===== src/rtl/full_adder_pkg.sv =====
// Shared constants and result type for the registered ripple-carry adder.
package full_adder_pkg;

  // Operand width; the top level exposes one scalar port per bit of this width.
  localparam int unsigned Width = 8;

  // Registered result: per-stage carries alongside the sum bits.
  typedef struct packed {
    logic [Width-1:0] carry;
    logic [Width-1:0] sum;
  } add_res_t;

endpackage


===== src/rtl/full_adder_bit.sv =====
// One-bit full adder stage; purely combinational.
module full_adder_bit (
  input  logic a,
  input  logic b,
  input  logic cin,
  output logic s,
  output logic cout
);

  // Sum and majority-carry of the three inputs.
  always_comb begin
    s    = a ^ b ^ cin;
    cout = (a & b) | (a & cin) | (b & cin);
  end

endmodule


===== src/rtl/full_adder.sv =====
// 8-bit registered ripple-carry adder exposing every stage carry-out.
module full_adder
  import full_adder_pkg::*;
(
  input  logic clk,
  input  logic rst_n,
  input  logic in1_1,
  input  logic in1_2,
  input  logic in1_3,
  input  logic in1_4,
  input  logic in1_5,
  input  logic in1_6,
  input  logic in1_7,
  input  logic in1_8,
  input  logic in2_1,
  input  logic in2_2,
  input  logic in2_3,
  input  logic in2_4,
  input  logic in2_5,
  input  logic in2_6,
  input  logic in2_7,
  input  logic in2_8,
  output logic Sum1,
  output logic Sum2,
  output logic Sum3,
  output logic Sum4,
  output logic Sum5,
  output logic Sum6,
  output logic Sum7,
  output logic Sum8,
  output logic carry1,
  output logic carry2,
  output logic carry3,
  output logic carry4,
  output logic carry5,
  output logic carry6,
  output logic carry7,
  output logic carry8
);

  logic [Width-1:0] op_a;
  logic [Width-1:0] op_b;
  logic [Width-1:0] sum_w;
  logic [Width-1:0] carry_w;
  add_res_t         res_d;
  add_res_t         res_q;

  assign op_a = {in1_8, in1_7, in1_6, in1_5, in1_4, in1_3, in1_2, in1_1};
  assign op_b = {in2_8, in2_7, in2_6, in2_5, in2_4, in2_3, in2_2, in2_1};

  // Ripple chain: each stage owns its own carry wire so the chain is a set of
  // independent scalars rather than one vector feeding back into itself.
  for (genvar i = 0; i < Width; i++) begin : g_stage
    logic cin_w;
    logic s_w;
    logic cout_w;

    if (i == 0) begin : g_first
      assign cin_w = 1'b0;
    end else begin : g_next
      assign cin_w = g_stage[i-1].cout_w;
    end

    full_adder_bit u_bit (
      .a   (op_a[i]),
      .b   (op_b[i]),
      .cin (cin_w),
      .s   (s_w),
      .cout(cout_w)
    );

    assign sum_w[i]   = s_w;
    assign carry_w[i] = cout_w;
  end

  // Next-state result straight from the ripple chain; no enable.
  always_comb begin
    res_d       = '0;
    res_d.sum   = sum_w;
    res_d.carry = carry_w;
  end

  // Result register with asynchronous clear.
  always_ff @(posedge clk or negedge rst_n) begin
    if (!rst_n) begin
      res_q <= '0;
    end else begin
      res_q <= res_d;
    end
  end

  assign {Sum8, Sum7, Sum6, Sum5, Sum4, Sum3, Sum2, Sum1} = res_q.sum;
  assign {carry8, carry7, carry6, carry5, carry4, carry3, carry2, carry1} = res_q.carry;

endmodule


===== config.mk =====
export PLATFORM = sky130hd
export DESIGN_NAME = full_adder
export DESIGN_NICKNAME = d
export VERILOG_FILES = /design/src/rtl/full_adder_pkg.sv /design/src/rtl/full_adder_bit.sv /design/src/rtl/full_adder.sv
export SDC_FILE = /design/constraint.sdc
export NUM_CORES = 1
export LEC_CHECK = 0
export CORE_AREA = 5 5 42 44
export DETAILED_ROUTE_END_ITERATION = 7
export DIE_AREA = 0 0 47 49
export DONT_BUFFER_PORTS = 1
export SYNTH_ARGS = -nofsm -noshare
export SYNTH_HDL_FRONTEND = slang
export SYNTH_HIERARCHICAL = 1
export SYNTH_SLANG_ARGS = --single-unit

===== constraint.sdc =====
create_clock -name clk -period 0.8 [get_ports clk]
set_input_delay 0.16 -clock clk [delete_from_list [all_inputs] [get_ports clk]]
set_output_delay 0.16 -clock clk [all_outputs]
set_load 0.01 [all_outputs]

Word level (Yosys, flattened, before mapping)

Cells that the tools add are included.

Logic and storage cells: 53
Input port bits: 18
Output and inout port bits: 16
Register bits after elaboration: 16

Bitwise gates (word level): 51

Operator list:

| cell              | count |
|---|---|
| bitwise AND 1 bit | 22 |
| bitwise XOR 1 bit | 15 |
| bitwise OR 1 bit  | 14 |

Longest topological paths before layout

Gate-level depths: netlist (run 1).

Word-level depth: 22
Gate-level depth with buffers: 8
Mapped depth without buffers: 8

Cells and area by module

The synthesis (run 1) kept the hierarchy.

By module, submodules not included:

| module         | instances | area each (sq um) | cells each | seq. area each (sq um) |
|---|---|---|---|---|
| full_adder     | 1         | 404.1             | 17         | 400.4 |
| full_adder_bit | 8         | 20.0              | 1          | 0.0 |

Worst setup path after synthesis (run 1)

No wires, ideal clock.

Kind: input to register
Start point: input port in1_1
End point: register res_q, in the netlist Sum8
Arrival time: 3410 ps
Library setup time: 136 ps
Stages: 8
Setup slack: -2746 ps
Cell sequence: fa_1 > fa_1 > fa_1 > fa_1 > fa_1 > fa_1 > fa_1 > fa_1

Longest elaborated chain between the ends: 20
Elaborated cells on any way between the ends: 26

Ends and longest elaborated chain:

| element                     | RTL line             | text |
|---|---|---|
| start, declared             | full_adder.sv:7      | `input logic in1_1,` |
| bitwise AND 1 bit *         | full_adder_bit.sv:13 | `cout = (a & b) \| (a & cin) \| (b & cin);` |
| bitwise AND 1 bit           | full_adder_bit.sv:13 |  |
| bitwise OR 1 bit            | full_adder_bit.sv:13 |  |
| bitwise OR 1 bit *          | full_adder_bit.sv:13 |  |
| named net g_stage[1].cout_w | full_adder.sv:56     | `logic cout_w;` |
| bitwise AND 1 bit           | full_adder_bit.sv:13 |  |
| bitwise OR 1 bit            | full_adder_bit.sv:13 |  |
| bitwise OR 1 bit *          | full_adder_bit.sv:13 |  |
| named net g_stage[2].cout_w | full_adder.sv:56     |  |
| [... 3 more ...]            | --                   |  |
| named net g_stage[3].cout_w | full_adder.sv:56     |  |
| [... 3 more ...]            | --                   |  |
| named net g_stage[4].cout_w | full_adder.sv:56     |  |
| [... 2 more ...]            | --                   |  |
| bitwise OR 1 bit *          | full_adder_bit.sv:13 |  |
| named net g_stage[5].cout_w | full_adder.sv:56     |  |
| bitwise AND 1 bit           | full_adder_bit.sv:13 |  |
| bitwise OR 1 bit            | full_adder_bit.sv:13 |  |
| bitwise OR 1 bit *          | full_adder_bit.sv:13 |  |
| named net g_stage[6].cout_w | full_adder.sv:56     |  |
| bitwise XOR 1 bit *         | full_adder_bit.sv:12 | `s = a ^ b ^ cin;` |
| named net g_stage[7].s_w    | full_adder.sv:55     | `logic s_w;` |
| end signal, assigned        | full_adder.sv:88     | `res_q <= res_d;` |
| end, declared               | full_adder.sv:46     | `add_res_t res_q;` |

The timed path passes the listed nets; every way through them passes the cells marked *.

Worst setup path in the final report (run 1)

Same ends and word-level chain as after synthesis.

==> metrics.md, run 1 <==
| Metric | Value |
|---|---|
| Status | `complete, but fails checks` |
| Violated checks | `hold timing, setup timing` |
| Share of cells above drive strength 1 | `40.6%` |
| Vias in the first global route | `284` |
| Total CTS buffers | `3` |
| Chip Height | `49 um` |
| Finished Layout Cells | `48` |
| Area delta synth->final | `18.0%` |
| GRT overflow | `0` |
| CP arrival | `3150 ps` |
| RSZ-0062 raised after global routing | `true` |
| Syn nets | `51` |
| CP max FO | `2` |
| Req. time, crit path | `950 ps` |
| Mapped Cells | `25` |
| WL/cell | `18.7 um` |
| Hold slack | `-14.9 ps` |
| Port bufs | `0` |
| Worst-Margin Slew | `697 ps` |
| # fillers | `119` |
| Pin count of the biggest net entering global routing | `17` |
| CTS root buf | `clkbuf_4` |
| Initial Utilization | `between 40% and 50%` |
| Register area share after synthesis | `71.0%` |
| Synth area leader | `dfrtp_1` |
| Relative slew slack | `53.5%` |
| Startpoint Class | `input pin` |
| Drt first pass iters | `1` |
| Placed Cells | `41` |
| Min-Delay Path Class | `input pin to async pin` |
| Die Area | `~2300 um2` |
| Max rail drop VDD | `around 0.0011 V` |
| Synth Area per Inst | `22.6 um2` |
| CTS sink cnt | `16` |
| Reg clk slew, reported paths | `90 ps` |
| Share of Yosys cell area claimed by the top area cell type | `between 70% and 80%` |
| Leakage | `between 0.2 and 0.3 nW` |
| Core area | `1400 um2` |
| Power, Total | `between 1.5 and 2 mW` |
| Final hold vios | `16` |
| Final slew viol count | `0` |
| Max_cap viols | `0` |
| Gpl congestion | `0.613` |
| # rows | `14` |
| Final WL | `899 um` |
| Final period util | `374%` |
| GR Util All Layers | `about a tenth` |
| CP Class | `input pin to flop` |
| Die Width | `47 um` |
| Synth warn | `6` |
| Distinct cells, synth | `3` |
| Final net count | `59` |
| Drt drc | `0` |
| CTS tree | `built` |
| Seq cells post-synth | `16` |
| Initial drt markers | `0` |
| CP endpoint kind | `flop` |
| Total negative slack | `-16060 ps` |
| Via count | `230` |
| Cell Pwr Density | `2510 nW/um2` |
| Post-Syn Area | `564 um2` |
| Fmax | `334 MHz` |
| I/O pin total | `34` |
| Maximum clock path buffer count | `2` |
| Inserted Diodes | `0` |
| Final setup fails | `29` |
| First-pass GRT wire length | `1450 um` |
| Antenna violations before repair | `0` |
| Post-route antenna net violation count | `0` |
| Crit path time final | `about 3000 ps` |
| Place WS | `-2550 ps` |
| Ranking of synthesized cells by area | `dfrtp_1, fa_1, conb_1` |
| Average vias per placed instance | `approximately 4.8` |
| Final worst slack | `-2190 ps` |
| H-tree depth | `1` |
==> layer usage <==
layer	track usage, %	vias up	share of wire, %
met5	0	-	0
met4	5.53	0	0
met3	6.27	0	14
met2	14.3	21	56
met1	9.64	121	30
li1	-	88	-
==> critical path, stage by stage <==
cell and delay (ps):
fa_2 390, fa_2 360, fa_2 360, fa_2 360, fa_2 370, fa_2 360
fa_2 360, fa_1 430
==> stage by stage <==
stage,util (%),cell area (um2)
final,47.5,666
after global routing,47.5,666
after CTS,46.8,656
after detailed placement,42.9,602
after global placement,42.9,602
after floorplan,-,582
==> how the worst max path moves through the flow <==
stage / from / end / cells after the start
2_1_floorplan: in1_1 / Sum8 / 8
3_3_place_gp: in1_1 / Sum8 / 8
3_5_place_dp: in1_1 / Sum8 / 8
4_1_cts: in1_1 / Sum8 / 8
5_1_grt: in1_1 / Sum8 / 8
6_report: in1_1 / Sum8 / 8
==> repair_timing <==
| item | CTS | global route |
|---|---|---|
| endpoints found under the setup margin | 29 | 45 |
| resized for setup | 0 | 1 |
| hold buffers | 1 | 0 |
| hold endpoints to repair | 16 | 0 |
| pin swaps | 0 | 1 |
| cloned | 0 | 0 |
| buffers inserted | 1 | 1 |
==> placed cells by master (no fill, tap or decap) <==
master          count
dfrtp_1            16
fa_2                7
clkbuf_4            3
buf_4               2
clkbuf_8            1
conb_1              1
fa_1                1
dlymetal6s4s_1      1
==> registers in the layout, indices dropped and copies added, names as in the netlist <==
| name | cells |
|---|---|
| carry2 | 1 |
| Sum6 | 1 |
| Sum2 | 1 |
| carry5 | 1 |
| carry8 | 1 |
| Sum8 | 1 |
| Sum1 | 1 |
| carry1 | 1 |
| Sum3 | 1 |
| Sum5 | 1 |
| carry6 | 1 |
| Sum7 | 1 |
| carry3 | 1 |
| carry7 | 1 |
| carry4 | 1 |
| Sum4 | 1 |
==> power breakdown <==
group	internal, mW	switching (mW)	leakage (nW)
sequential	0.925	0.108	0.186
clock	0.277	0.231	0.0210
combinational	0.0663	0.0619	0.0785
total	1.27	0.401	0.286
==> kinds of logic (layout without fill, tap and decap cells) <==
group	count (synthesis)	count (layout)	share of synthesized area, %
fa+ha+maj	8	8	28.4
buf+inv	0	7	0
flops	16	16	71.0
other cells	1	1	0.665
==> synthesized netlist by cell type (all sizes together) <==
| master | instances |
|---|---|
| conb | 1 |
| dfrtp | 16 |
| fa | 8 |
==> area by class of cell <==
cell class,count,area (um2),share of cell area (%)
clock buffers,4,36.3,5.45
multi-input cells,9,181,27.3
flip-flops and latches,16,400,60.2
well taps,16,20.0,3.01
repair buffers,3,27.5,4.14
Note: power is estimated with default switching activity, not from simulation.
==> run 2: changes to the inputs <==
Settings changed: CELL_PAD_IN_SITES_DETAIL_PLACEMENT set to 1, CELL_PAD_IN_SITES_GLOBAL_PLACEMENT set to 2, CORE_AREA 5 5 42 44 to not set, CORE_MARGIN set to 5, CORE_UTILIZATION set to 36, DIE_AREA 0 0 47 49 to not set, PLACE_DENSITY_LB_ADDON set to 0.1.
==> metrics.md, run 2 (synthesis gave the netlist of run 1 again) <==
| Metric | Value |
|---|---|
| Status | `complete, but fails checks` |
| Violated checks | `hold timing, setup timing` |
| Combinational Power Share | `8.8% (+1.1 points)` |
| Core area | `1490 um2 (+6.3%)` |
| CP endpoint kind | `flop` |
| Post-route antenna net violation count | `0 (unchanged)` |
| # rows | `14 (unchanged)` |
| Register area | `400 um2 (unchanged)` |
| Final hold vios | `16 (unchanged)` |
| First-pass GRT wire length | `1410 um (-2.9%)` |
| Share of cells above drive strength 1 | `40.6% (unchanged)` |
| H-tree depth | `1 (unchanged)` |
| Leakage | `0.284 nW (-0.83%)` |
| DP HPWL | `756 um` |
| Relative slew slack | `54.3% (+0.73 points)` |
| Hold slack | `-14.8 ps (+0.114 ps)` |
| Initial drt markers | `0 (unchanged)` |
| CP arrival | `3160 ps (about the same)` |
| Pin count of the biggest net entering global routing | `17 (unchanged)` |
| Req. time, crit path | `950 ps (about the same)` |
| Area of the multi-input gates | `181 um2 (unchanged)` |
| Final setup fails | `29 (unchanged)` |
| WL/cell | `19.0 um (+1.3%)` |
| Final WL | `911 um (+1.3%)` |
| Internal power | `1.17 mW (-7.6%)` |
| Final slew viol count | `0 (unchanged)` |
| GRT overflow | `0 (unchanged)` |
| Area delta synth->final | `16.9%` |
| Sw Pwr | `0.391 mW (-2.5%)` |
| Vias in the first global route | `304 (+7.0%)` |
| Via count | `235 (+2.2%)` |
| RSZ-0062 raised after global routing | `true` |
| Total CTS buffers | `3 (unchanged)` |
| Inserted Diodes | `0 (unchanged)` |
| Initial Utilization | `37.9% (-2.4 points)` |
| Final worst slack | `-2210 ps (-20.2 ps)` |
| CP max FO | `2 (unchanged)` |
| Startpoint Class | `input pin` |
| Chip Height | `49.6 um (+1.2%)` |
| Die Area | `2460 um2 (+6.8%)` |
| Antenna violations before repair | `0 (unchanged)` |
| GR Util All Layers | `7.75% (-1.8 points)` |
| Drt first pass iters | `1 (unchanged)` |
| CTS tree | `built` |
| Worst-Margin Slew | `686 ps (-11.0 ps)` |
| Min-Delay Path Class | `input pin to async pin` |
| CTS sink cnt | `16 (unchanged)` |
| Max rail drop VDD | `0.00126 V (+14%)` |
| Final period util | `376% (+2.5 points)` |
| Final net count | `60 (+1.7%)` |
| Gpl congestion | `0.613 (about the same)` |
| Port bufs | `0 (unchanged)` |
| Max_cap viols | `0 (unchanged)` |
| CP endpoint | `Sum8` |
| Clock Power Share | `25.3% (-5.1 points)` |
| Finished Layout Cells | `48 (unchanged)` |
| I/O pin total | `34 (unchanged)` |
| CTS root buf | `clkbuf_4` |
| Average vias per placed instance | `4.90 (+2.2%)` |
| Switching part of the total | `25.0% (+0.98 points)` |
| CP Class | `input pin to flop` |
| Reg clk slew, reported paths | `90 ps (about the same)` |
| Commonest non-fill, non-tap cell in the layout | `dfrtp_1` |
| Cell Pwr Density | `2370 nW/um2 (-5.5%)` |
| Placed Cells | `41 (unchanged)` |
| # fillers | `132 (+11%)` |
| Final Util | `44.3% (-3.2 points)` |
| Worst setup startpoint | `in1_1` |
| Maximum clock path buffer count | `2 (unchanged)` |
| Fmax | `332 MHz (-0.67%)` |
| Die Width | `49.6 um (+5.5%)` |
| Flop pwr share | `65.9% (+4.0 points)` |
| Drt drc | `0 (unchanged)` |
| Commonest non-fill, non-tap cells in the layout | `dfrtp_1, fa_2, clkbuf_4, buf_4` |
| Crit path time final | `3010 ps (+20.2 ps)` |
## run 2: how the worst min path moves through the flow
stage | from | endpoint | slack (ps) | cells after the start
finish | rst_n | Sum1 | -10 | 1
global route | rst_n | Sum1 | 30 | 1
CTS | in2_8 | carry8 | 50 | 1
detailed placement | rst_n | carry2 | -140 | 0
global placement | rst_n | Sum2 | -140 | 0
floorplan | rst_n | Sum1 | -140 | 0
## run 2: repair_timing
item	CTS	global route
endpoints found under the setup margin	29	45
hold endpoints to repair	16	0
setup buffers	2	1
pin swaps	1	0
hold buffers	1	0
gates resized for setup	0	1
## run 2: layout make-up
cell class | instances | area share [%]
Timing Repair Buffer | 4 | 5.31
Tap cell | 16 | 3.04
Multi-Input combinational cell | 9 | 27.5
Clock buffer | 3 | 3.42
Sequential cell | 16 | 60.7
## run 2: routing by layer
layer  global-route usage, %  share of wire, %  vias up  routed length, um
met5                       0                 0        -                  0
met4                    2.62                 0        0                  0
met3                    6.02                15        0                141
met2                    11.9                51       22                463
met1                    8.01                34      126                306
li1                        -                 -       87                  -
## run 2: per-stage QoR
step                      setup slack (ps)  instance area (um2)  TNS, ps  power (mW)
after global routing                 -2250                  659   -16970        1.67
after CTS                            -2220                  649   -17040        1.59
final                                -2210                  659   -16220        1.56
after floorplan                      -2420                  582   -18880        1.11
after detailed placement             -2570                  602   -20080        1.16
after global placement               -2510                  602   -19680        1.15
## run 2: power by group through the flow
stage / Combinational, mW / Clock [mW] / Sequential, mW
3_3_place_gp: 0.0954 / 0 / 1.05
6_report: 0.138 / 0.395 / 1.03
2_1_floorplan: 0.0744 / 0 / 1.03
5_1_grt: 0.170 / 0.459 / 1.04
3_5_place_dp: 0.107 / 0 / 1.05
4_1_cts: 0.140 / 0.409 / 1.04
## run 2: worst max-delay path, stage by stage
cell and delay, ps:
fa_2 390, fa_2 360, fa_2 360, fa_2 360
fa_2 360, fa_2 360, fa_2 360, fa_1 440
